--- src/rtl/dmem_access_ctrl.sv ---
// Data-memory initiator: one load/store at a time, RMW for sub-doubleword stores, load extension.
// Optional DMEM_MISALIGN_TRAP_EN turns misaligned accesses into immediate error responses.
module dmem_access_ctrl #(
  parameter int   MEM_BYTES    = 1024,
  parameter logic SEXT_DEFAULT = 1'b1
) (
  input  logic        clk_i,
  input  logic        rst_i,
  input  logic        req_valid_i,
  output logic        req_ready_o,
  input  logic        req_we_i,
  input  logic [1:0]  req_size_i,
  input  logic        req_signed_i,
  input  logic [63:0] req_addr_i,
  input  logic [63:0] req_wdata_i,
  output logic        resp_valid_o,
  input  logic        resp_ready_i,
  output logic [63:0] resp_rdata_o,
  output logic        resp_error_o,
  output logic        mem_read_en_o,
  output logic        mem_write_en_o,
  output logic [63:0] mem_addr_o,
  output logic [63:0] mem_write_data_o,
  input  logic [63:0] mem_read_data_i,
  input  logic        mem_error_i
);

  typedef enum logic [1:0] {IDLE, RD, WR, RESP} state_e;

  state_e      state_q, state_d;
  logic        we_q, we_d;
  logic [1:0]  size_q, size_d;
  logic        sext_q, sext_d;
  logic [63:0] wdata_q, wdata_d;
  logic        mem_re_q, mem_re_d;
  logic        mem_we_q, mem_we_d;
  logic [63:0] mem_addr_q, mem_addr_d;
  logic [63:0] mem_wdata_q, mem_wdata_d;
  logic [63:0] rdata_q, rdata_d;
  logic        err_q, err_d;
  logic        range_err;
  logic        req_fault;

  function automatic logic [63:0] extend(input logic [63:0] d, input logic [1:0] sz,
                                         input logic sg);
    logic [63:0] r;
    case (sz)
      2'd0:    r = {{56{sg & d[7]}},  d[7:0]};
      2'd1:    r = {{48{sg & d[15]}}, d[15:0]};
      2'd2:    r = {{32{sg & d[31]}}, d[31:0]};
      default: r = d;
    endcase
    return r;
  endfunction

  function automatic logic [63:0] merge(input logic [63:0] rd, input logic [63:0] wd,
                                        input logic [1:0] sz);
    logic [63:0] r;
    case (sz)
      2'd0:    r = {rd[63:8],  wd[7:0]};
      2'd1:    r = {rd[63:16], wd[15:0]};
      2'd2:    r = {rd[63:32], wd[31:0]};
      default: r = wd;
    endcase
    return r;
  endfunction

  // 65-bit sum so addresses near 2^64 cannot wrap into range
  assign range_err = ({1'b0, req_addr_i} + 65'd8) > 65'(MEM_BYTES);

`ifdef DMEM_MISALIGN_TRAP_EN
  logic [63:0] align_mask;
  assign align_mask = (64'd1 << req_size_i) - 64'd1;
  assign req_fault  = range_err | ((req_addr_i & align_mask) != 64'd0);
`else
  assign req_fault  = range_err;
`endif

  always_comb begin
    state_d     = state_q;
    we_d        = we_q;
    size_d      = size_q;
    sext_d      = sext_q;
    wdata_d     = wdata_q;
    mem_re_d    = mem_re_q;
    mem_we_d    = mem_we_q;
    mem_addr_d  = mem_addr_q;
    mem_wdata_d = mem_wdata_q;
    rdata_d     = rdata_q;
    err_d       = err_q;
    case (state_q)
      IDLE: begin
        if (req_valid_i) begin
          we_d       = req_we_i;
          size_d     = req_size_i;
          sext_d     = req_signed_i;
          wdata_d    = req_wdata_i;
          mem_addr_d = req_addr_i;
          rdata_d    = 64'd0;
          err_d      = 1'b0;
          if (req_fault) begin
            err_d   = 1'b1;
            state_d = RESP;
          end else if (req_we_i && req_size_i == 2'd3) begin
            mem_we_d    = 1'b1;
            mem_wdata_d = req_wdata_i;
            state_d     = WR;
          end else begin
            mem_re_d = 1'b1;
            state_d  = RD;
          end
        end
      end
      RD: begin
        mem_re_d = 1'b0;
        if (mem_error_i) begin
          err_d   = 1'b1;
          state_d = RESP;
        end else if (!we_q) begin
          rdata_d = extend(mem_read_data_i, size_q, sext_q);
          state_d = RESP;
        end else begin
          mem_wdata_d = merge(mem_read_data_i, wdata_q, size_q);
          mem_we_d    = 1'b1;
          state_d     = WR;
        end
      end
      WR: begin
        mem_we_d = 1'b0;
        if (mem_error_i) err_d = 1'b1;
        state_d = RESP;
      end
      RESP: begin
        if (resp_ready_i) begin
          rdata_d = 64'd0;
          err_d   = 1'b0;
          state_d = IDLE;
        end
      end
      default: state_d = IDLE;
    endcase
  end

  always_ff @(posedge clk_i) begin
    if (rst_i) begin
      state_q     <= IDLE;
      we_q        <= 1'b0;
      size_q      <= 2'd0;
      sext_q      <= SEXT_DEFAULT;
      wdata_q     <= 64'd0;
      mem_re_q    <= 1'b0;
      mem_we_q    <= 1'b0;
      mem_addr_q  <= 64'd0;
      mem_wdata_q <= 64'd0;
      rdata_q     <= 64'd0;
      err_q       <= 1'b0;
    end else begin
      state_q     <= state_d;
      we_q        <= we_d;
      size_q      <= size_d;
      sext_q      <= sext_d;
      wdata_q     <= wdata_d;
      mem_re_q    <= mem_re_d;
      mem_we_q    <= mem_we_d;
      mem_addr_q  <= mem_addr_d;
      mem_wdata_q <= mem_wdata_d;
      rdata_q     <= rdata_d;
      err_q       <= err_d;
    end
  end

  assign req_ready_o      = (state_q == IDLE);
  assign resp_valid_o     = (state_q == RESP);
  assign resp_rdata_o     = rdata_q;
  assign resp_error_o     = err_q;
  assign mem_read_en_o    = mem_re_q;
  assign mem_write_en_o   = mem_we_q;
  assign mem_addr_o       = mem_addr_q;
  assign mem_write_data_o = mem_wdata_q;

endmodule

--- config.mk ---
export PLATFORM = sky130hd
export DESIGN_NAME = dmem_access_ctrl
export DESIGN_NICKNAME = d
export VERILOG_FILES = /design/src/rtl/dmem_access_ctrl.sv
export SDC_FILE = /design/constraint.sdc
export NUM_CORES = 1
export LEC_CHECK = 0
export ABC_AREA = 1
export CORE_MARGIN = 2
export CORE_UTILIZATION = 52
export DETAILED_ROUTE_END_ITERATION = 10
export PLACE_DENSITY = 0.86
export SLEW_MARGIN = 15
export SYNTH_ARGS = -nofsm -noshare
export SYNTH_HDL_FRONTEND = slang
export SYNTH_SLANG_ARGS = --single-unit
--- constraint.sdc ---
create_clock -name clk_i -period 8.8 [get_ports clk_i]
set_input_delay 1.76 -clock clk_i [delete_from_list [all_inputs] [get_ports clk_i]]
set_output_delay 1.76 -clock clk_i [all_outputs]
set_load 0.02 [all_outputs]
==> flow_metrics.env <==
export IMPL_power_switching_mw=2.26
export IMPL_holdCritPathClass="reg -> reg"
export IMPL_avgViaCountPerCell=5.65
export IMPL_portBuffers=397
export IMPL_clock_sinks=265
export IMPL_antenna_left=0
export IMPL_ys_types=35
export IMPL_clkTransAtPathRegs_ps=60
export IMPL_ys_warn_count=0
export IMPL_skew_ps=10.4
export IMPL_async_flop_share_pct=0
export IMPL_preCtsSetupSlack_ps=2810
export IMPL_r2r_cells=11
export IMPL_grt_overflow=0
export IMPL_synth_most_common_cell="nand2_1"
export IMPL_cp_start_kind="input pin"
export IMPL_worst_path_stages=21
export IMPL_crit_path_max_incr_delay_ps=650
export IMPL_status="finished clean"
export IMPL_required_ps=9300
export IMPL_avgSynthCellArea_um2=6.24
export IMPL_root_buffer="clkbuf_16"
export IMPL_nets=2727
export IMPL_cp_max_fo=57
export IMPL_synth_edf_count=0
export IMPL_fmax_mhz=181
export IMPL_drive_above_1_share_pct=4.45
export IMPL_antenna_found_initial=5
export IMPL_p_sw_share_pct=41.8
export IMPL_reg2reg_to="resp_rdata_o[62]"
export IMPL_critPathKind="in -> reg"
export IMPL_clkLatencyLatePin_ps=570
export IMPL_cp_slowest_cell="clkdlybuf4s50_1"
export IMPL_ys_seq_area_share_pct=38.6
export IMPL_drc=0
export IMPL_hpwl_um=39400
export IMPL_postLayoutSetupSlackWorst_ps=3290
export IMPL_rrSetupSlack_ps=3960
export IMPL_cts_buffer_depth=3
export IMPL_peakVddDrop_uv=253
export IMPL_slew_headroom_pct=22.3
export IMPL_syn2layout_area_growth_pct=37.0
export IMPL_hold_violations=0
export IMPL_final_max_slew_violation_count=0
export IMPL_leakage_nw=7.72
export IMPL_start_util_pct=52.9
export IMPL_grt_pass1_wl_um=84600
export IMPL_fin_crit_ps=5510
export IMPL_synth_area_leaders="dfxtp_1, nand2_1, nor2_1"
export IMPL_wl_per_cell_um=19.2
export IMPL_synth_ff_type="dfxtp_1"
export IMPL_cts_made_buffers=29
export IMPL_worst_pin_slew_ps=1160
export IMPL_die_h_um=167
export IMPL_holdWs_ps=465
export IMPL_setup_viol=0
export IMPL_wl_um=55200
export IMPL_r2r_start="state_q[1]"
export IMPL_pin_count=398
export IMPL_powerDensity_nw_per_um2=287
export IMPL_dieWidth_um=167
export IMPL_core_area_um2=26000
export IMPL_cts_hold_buffers_added=0
export IMPL_p_seq_share_pct=31.4
export IMPL_cts_tree="yes"
export IMPL_worst_path_buf_inv=4
export IMPL_tns_ps=0
export IMPL_nFillCells=2038
export IMPL_dr_pass1_iters=6
export IMPL_yosysTopAreaCellShare_pct=38.6
export IMPL_grt_pass1_vias=15100
export IMPL_synthCells=2203
export IMPL_startpoint="req_addr_i[3]"
export IMPL_comb_power_share_pct=44.7
export IMPL_gp_congestion=1.03
export IMPL_crit_family="simple AND/OR/NAND/NOR gates"
export IMPL_cts_setup_buffers=0
export IMPL_synthTopCellsByCount="nand2_1, nor2_1, dfxtp_1"
export IMPL_drt_iter0_drc=2059
export IMPL_pwr_share_clk_pct=23.9
export IMPL_power_mw=5.41
export IMPL_worstPathArrival_ps=6010
export IMPL_grt_start_max_net_pins=132
export IMPL_critPathMostFrequentCell="nand2_1"
export IMPL_timing_critical_path_to="mem_write_data_o[33]"
export IMPL_dieArea_um2=27800
export IMPL_syn_num_nets=2409
export IMPL_row_count=59
export IMPL_post_route_period_util_pct=62.7
export IMPL_setup_worst_path_end_class="flop"
export IMPL_synth_seq_cells=265
export IMPL_synth_area_um2=13800
export IMPL_via_count=16300
export IMPL_maxCapViolCount=0
export IMPL_worstPathCellList="clkdlybuf4s50_1, ha_1, nand3_1, inv_2, nand2_2, nor2_1, nand2_1, nand2_1, nand2_1, nor2_1, nand2_1, nor2_1, nand2_1, nor2_1, nand3_1, o21bai_4, nand4_4, buf_4, nand2_1, inv_1, nor2_1"
export IMPL_rsz0062_at_grt="false"
export IMPL_finish_utilization_pct=72.5
export IMPL_p_int_mw=3.15
export IMPL_cts_max_level=1
export IMPL_postCtsResizedCells=0
export IMPL_grtUsageTotal_pct=38.0
export IMPL_yosysTopAreaCell="dfxtp_1"
-- placed cells by master (no fill, tap or decap), types with 4 or more instances in the layout --
cell type / n
diode_2: 5
bufinv_16: 4
buf_4: 12
o21ai_0: 257
nor2_1: 421
ha_1: 4
o21ai_1: 5
clkdlybuf4s50_1: 396
nor2_4: 4
clkbuf_16: 29
a21oi_1: 136
xor2_1: 4
nand2_1: 554
clkbuf_1: 4
nand4_1: 60
o211ai_1: 12
a22oi_1: 7
nand3_1: 67
nor2_2: 28
dfxtp_1: 265
clkbuf_8: 5
nor3_1: 10
nand3b_1: 5
inv_1: 207
nand2_2: 5
-- cells by family (layout without fill, tap and decap cells) --
kind of cell	count (synthesis)	count (layout)	synth area share, %
AO/OA/AOI/OAI	423	423	15.9
XOR/XNOR	6	6	0.382
adder cells (fa/ha/maj)	5	5	0.455
buffers and inverters	337	675	9.45
flip-flops	265	265	38.6
multiplexers	3	3	0.218
other	0	5	0
AND/OR/NAND/NOR	1164	1164	35.0
-- power groups by stage --
stage / Sequential, mW / Clock [mW] / Combinational, mW
final: 1.70 / 1.30 / 2.42
after global routing: 1.73 / 1.34 / 2.62
after CTS: 1.69 / 1.30 / 2.39
after detailed placement: 1.71 / 0 / 2.36
after global placement: 1.70 / 0 / 2.30
after floorplan: 1.95 / 0 / 1.17
-- metrics by stage --
step | instance area [um2] | instances
final | 18800 | 2881
after global routing | 18800 | 2878
after CTS | 18800 | 2875
after global placement | 17800 | 2824
after detailed placement | 17800 | 2824
after floorplan | 13800 | 2203
-- layout make-up --
class	count	area, um2	share of cell area, %
Timing Repair Buffer	410	4090	21.7
Tap cell	335	419	2.22
Inverter	214	811	4.30
Sequential cell	265	5310	28.2
Clock buffer	38	810	4.30
Clock inverter	13	198	1.05
Antenna cell	5	12.5	0.0664
Multi-Input combinational cell	1601	7200	38.2
-- routing by layer --
| layer | up-vias | global-route usage (%) | share of wire [%] |
|---|---|---|---|
| met5 | - | 0 | 0 |
| met4 | 0 | 13.3 | 4.0 |
| met3 | 135 | 8.25 | 10 |
| met2 | 931 | 60.0 | 44 |
| met1 | 7554 | 51.4 | 41 |
| li1 | 7650 | - | - |
-- worst min-delay path by stage --
stage / startpoint / end / slack, ps / cells after the start
floorplan: wdata_q[9] / wdata_q[9] / 450 / 2
detailed placement: resp_rdata_o[58] / resp_rdata_o[58] / 460 / 2
global route: resp_rdata_o[34] / resp_rdata_o[34] / 480 / 2
global placement: resp_rdata_o[19] / resp_rdata_o[19] / 450 / 2
CTS: resp_rdata_o[34] / resp_rdata_o[34] / 460 / 2
finish: resp_rdata_o[34] / resp_rdata_o[34] / 470 / 2
-- state kept, by name (all words and copies together), names as in the netlist --
signal            flops
mem_read_en_o         1
sext_q                1
mem_write_en_o        1
mem_addr_o           64
size_q                2
we_q                  1
resp_rdata_o         64
resp_error_o          1
mem_write_data_o     64
state_q               2
wdata_q              64
-- worst reg2reg max path: stages (launching register included) --
cell	delay, ps
dfxtp_1	350
inv_1	140
ha_4	850
inv_2	670
nor3_1	450
o21ai_4	80
nor2_2	100
buf_4	350
inv_1	190
nor2_2	910
o21ai_0	440
a21oi_1	230
No activity file was read; power rests on OpenSTA's default activity.
==> variant 1: new RTL, config.mk and constraints unchanged <==
The option `DMEM_MISALIGN_TRAP_EN` is turned on by a define.
--- a/src/rtl/dmem_access_ctrl.sv
+++ b/src/rtl/dmem_access_ctrl.sv
@@ -1,5 +1,7 @@
 // Data-memory initiator: one load/store at a time, RMW for sub-doubleword stores, load extension.
 // Optional DMEM_MISALIGN_TRAP_EN turns misaligned accesses into immediate error responses.
+`define DMEM_MISALIGN_TRAP_EN
+
 module dmem_access_ctrl #(
   parameter int   MEM_BYTES    = 1024,
   parameter logic SEXT_DEFAULT = 1'b1
Check against the original RTL: not equivalent (Yosys sat finds a counterexample within 4 cycles, from zero or initial values and one cycle with rst_i high).
==> variant 1 against the unedited design <==
  * Register-to-register slack gained 1.0 ns
  * Clock power shrank 3%
  * Area after synthesis shrank 0.15%
  * Design area shrank 0.25%
  * Power shrank 1.8%
  * Worst setup slack gained 0.26 ns
  * Sequential cell count is the same
  * Critical path type unchanged
  * Largest cell class unchanged
  * Routed wire length shrank 3.3%
  * Highest routed layer is now met5
  * Core utilization shrank 0.18 points
==> variant 1: results (changes against the unedited design) <==
status finished, final reports clean; drt initial violations 1683 (-18%); met2 usage 0.623 (+0.0230); multi-input combinational area share 0.386 (+0.00370); nets 2755 (+1.0%); bufs w/o clock 409 (-0.24%); share of layout cells above drive strength 1 0.0370 (-0.00751); All-Layer GR Usage 0.367 (-0.0122); Pre-Repair DR Iteration Count 8 (+2); inverters 192 (-10%); CP Max Fanout 73 (+28%); Leakage 7.92 nW (+2.5%); Net Count, Synth 2431 (+0.91%); via count of the first global-routing pass 15.5k (+2.5%); grt met3 use 0.0630 (-0.0195); dpl ws 2.65 ns (-0.160 ns); Synth cell types 36 (+2.9%); routability congestion estimate 0.949 (-7.9%); placed insts 2851 (+0.96%); register area share after synthesis 0.386 (+0.000598); pin count of the biggest net entering global routing 119 (-9.8%); global-route wire length before repair 82600 µm (-2.4%); sequential share of cell area 0.282 (+0.000713); final WL 53400 µm (-3.3%); clock skew 0.0120 ns (+0.00169 ns); slew of the pin with the lowest slew margin 1.09 ns (-0.0737 ns); worst path arrival time 5.74 ns (-0.27 ns); area grow syn2layout 36.9% (about the same); routed wire length per instance 18.3 µm (-4.4%); Cell Area, Placed 17800 µm² (-0.23%); met1 Use GR 0.438 (-0.0753); clock network share of area 0.0527 (-0.000730); initial antenna violation count 11 (+6); synth cell count leaders nand2_1, nor2_1, dfxtp_1; switching share of power 0.411 (-0.00747); antenna fix cells 9 (+4); vias per inst 5.55 (-1.8%); CLK BUF 33 (-13%); NonClk Buf Share 0.217 (about the same); Max VDD drop 0.258 mV (+2.0%); FILL cells 2083 (+2.2%); Mapped Cells 2224 (+0.95%)
-- variant 1: cell count changes after synthesis, sizes merged, moves of 8 or more --
cell / unedited run / this run
a211oi: 0 / 8
a21oi: 136 / 148
a22oi: 7 / 27
clkbuf: 104 / 91
inv: 211 / 190
nand3: 68 / 76
nand4: 61 / 24
nor2: 455 / 537
o21ai: 264 / 213
-- variant 1: worst reg2reg max path, delay by kind of cell (launching register included) --
kind	cells	cell delay, ns
compound gates	1	0.16
fa+ha+maj	1	0.19
buf+inv	4	1.40
flops	1	0.39
simple gates	5	1.60
-- variant 1: routing by layer --
metal,wire (µm),vias up
li1,-,7716
met1,20200,7427
met2,25400,833
met3,4410,183
met4,3350,4
met5,23,-
-- variant 1: path summary, 6_finish.rpt --
kind	start	endpoint	slack, ns	cells after the start
max	req_addr_i[4]	mem_write_data_o[19]$_SDFFE_PP0P_	3.55	20
min	resp_rdata_o[2]$_SDFFE_PP0P_	resp_rdata_o[2]$_SDFFE_PP0P_	0.47	2
max reg2reg	state_q[1]$_SDFFE_PP0P_	mem_write_data_o[19]$_SDFFE_PP0P_	5.00	11
min reg2reg	resp_rdata_o[2]$_SDFFE_PP0P_	resp_rdata_o[2]$_SDFFE_PP0P_	0.47	2
-- variant 1: cell families after synthesis --
| group | synth area share |
|---|---|
| and+or+nand+nor | 0.354 |
| DFF | 0.386 |
| xor gates and xnor gates | 0.00447 |
| buffers and inverters | 0.0881 |
| AOI/OAI and AO/OA | 0.161 |
| adders and majority gates | 0.00547 |
-- variant 1: power by group through the flow --
stage,Combinational [mW],Sequential [mW],Clock [mW]
floorplan,1.11,1.98,0
global placement,2.23,1.71,0
detailed placement,2.29,1.72,0
CTS,2.32,1.70,1.27
global route,2.55,1.74,1.32
finish,2.34,1.71,1.26
==> variant 2: new RTL, same settings <==
Without the edit above. The 4 states of `state_e` get a one-hot encoding in 4 bits.
--- a/src/rtl/dmem_access_ctrl.sv
+++ b/src/rtl/dmem_access_ctrl.sv
@@ -25,7 +25,7 @@
   input  logic        mem_error_i
 );
 
-  typedef enum logic [1:0] {IDLE, RD, WR, RESP} state_e;
+  typedef enum logic [3:0] {IDLE = 4'b0001, RD = 4'b0010, WR = 4'b0100, RESP = 4'b1000} state_e;
 
   state_e      state_q, state_d;
   logic        we_q, we_d;
Behaviour: same outputs for any inputs over 4 cycles, from zero or initial values and one cycle with rst_i high; so few cycles prove little.
==> variant 2 against the unedited design <==
  * Sequential cell count grew 2
  * Power is 8.5% lower
  * Routed wire length fell by 7.6%
  * Design area decreased by 1.9%
  * Via count down 3.9%
  * Clock skew is 0.011 ns higher
  * Worst setup slack worse by 0.36 ns
  * Area after synthesis fell by 1.6%
  * Largest power group unchanged
  * Highest routed layer unchanged
==> variant 2: results (changes against the unedited design) <==
buffer count from post-CTS setup fixing 0 (unchanged); FILL cells 2151 (+5.5%); via count of the first global-routing pass 14.3k (-5.2%); clk slew on worst S/H paths 0.06 ns (about the same); clock skew 0.0209 ns (+0.0106 ns); Leakage 7.60 nW (-1.6%); Syn Area/Cell 6.31 µm² (+1.2%); Post-synth EDFFs 0 (unchanged); initial antenna violation count 5 (unchanged); final cell count without fillers 2812 (-2.4%); clk buf depth 3 (unchanged); htree depth 1 (unchanged); nets 2651 (-2.8%); Critical-path top delay cell o21bai_4; Net Count, Synth 2344 (-2.7%); Syn. warnings 0 (unchanged); Synth cell types 38 (+8.6%); global-route wire length before repair 76500 µm (-9.6%); DRC viols 0 (unchanged); slew margin rel. 0.208 (-0.0156); routability congestion estimate 1.03 (about the same); largest cells by area after synthesis dfxtp_1, nor2_1, nand2_1; Buffers on Ports 397 (unchanged); pin count of the biggest net entering global routing 156 (+18%); worst path arrival time 6.31 ns (+0.30 ns); Clock Tree Root clkbuf_16; grt met3 use 0.0769 (-0.00554); slowest cell delay on critical path 0.83 ns (+0.18 ns); CTS Buf Count 28 (-3.4%); Pre-Repair DR Iteration Count 6 (unchanged); met1 Use GR 0.445 (-0.0686); status finished, final reports clean; Post-synth ARST share 0 (unchanged); vias per inst 5.56 (-1.5%); final WL 51000 µm (-7.6%); Detail Placement HPWL 36800 µm (-6.6%); Max VDD drop 0.201 mV (-21%); clk_lat worst skew between 0.5 and 0.6 ns; met2 usage 0.589 (-0.0114); register area share after synthesis 0.395 (+0.00942); CP Max Fanout 93 (+63%); Hold Path Class reg -> reg; post-cts sizing count 0 (unchanged); All-Layer GR Usage 0.354 (-0.0256); drt initial violations 1842 (-11%); share of layout cells above drive strength 1 0.0376 (-0.00683); synth cell count leaders nor2_1, nand2_1, dfxtp_1
## variant 2: kinds of logic after synthesis
kind of cell,count (synthesis),share of synthesized area
AOI/OAI and AO/OA,464,0.179
DFF,267,0.395
xor gates and xnor gates,17,0.0110
adders and majority gates,1,0.000925
buffers and inverters,279,0.0809
and+or+nand+nor,1114,0.333
## variant 2: worst max-delay path: cells and delay by family
kind	cells	cell delay, ns
simple gates	11	2.54
fa+ha+maj	1	0.33
xor+xnor	1	0.15
buf+inv	2	0.65
compound gates	1	0.83
## variant 2: per-layer routing
metal,up-vias,share of wire,wire length [µm]
li1,7509,-,-
met1,7181,0.40,20300
met2,814,0.46,23500
met3,139,0.098,5000
met4,0,0.044,2260
met5,-,0,0
## variant 2: final timing paths
kind / startpoint / endpoint / slack [ns] / depth (start not counted)
setup reg to reg: state_q[3]$_SDFFE_PP0P_ / mem_write_data_o[8]$_SDFFE_PP0P_ / 4.59 / 11
setup / recovery: req_addr_i[4] / mem_write_data_o[8]$_SDFFE_PP0P_ / 2.92 / 16
hold reg to reg: wdata_q[4]$_SDFFE_PP0P_ / wdata_q[4]$_SDFFE_PP0P_ / 0.45 / 2
hold / removal: wdata_q[4]$_SDFFE_PP0P_ / wdata_q[4]$_SDFFE_PP0P_ / 0.45 / 2
## variant 2: report_power, final
| group | leakage, nW | switching [mW] | internal, mW | total, mW |
|---|---|---|---|---|
| clock network | 0.475 | 0.513 | 0.733 | 1.25 |
| registers | 2.19 | 0.169 | 1.54 | 1.71 |
| logic | 4.93 | 1.26 | 0.741 | 2.00 |
## variant 2: cell type report
class	instances	area share
flip-flops and latches	267	0.289
clock buffers	37	0.0414
inverters	149	0.0308
repair buffers	407	0.219
diodes	6	0.000812
well taps	335	0.0227
multi-input cells	1596	0.385
clock inverters	15	0.0108
## variant 2: through the flow
step | cell area (µm²) | utilization | hold slack, ns | setup WS (ns)
after floorplan | 13500 | - | 0.425 | 4.89
after global placement | 17500 | 0.680 | 0.435 | 2.66
after detailed placement | 17500 | 0.680 | 0.439 | 2.51
after CTS | 18500 | 0.717 | 0.450 | 3.03
after global routing | 18500 | 0.717 | 0.463 | 2.63
final | 18500 | 0.718 | 0.450 | 2.92
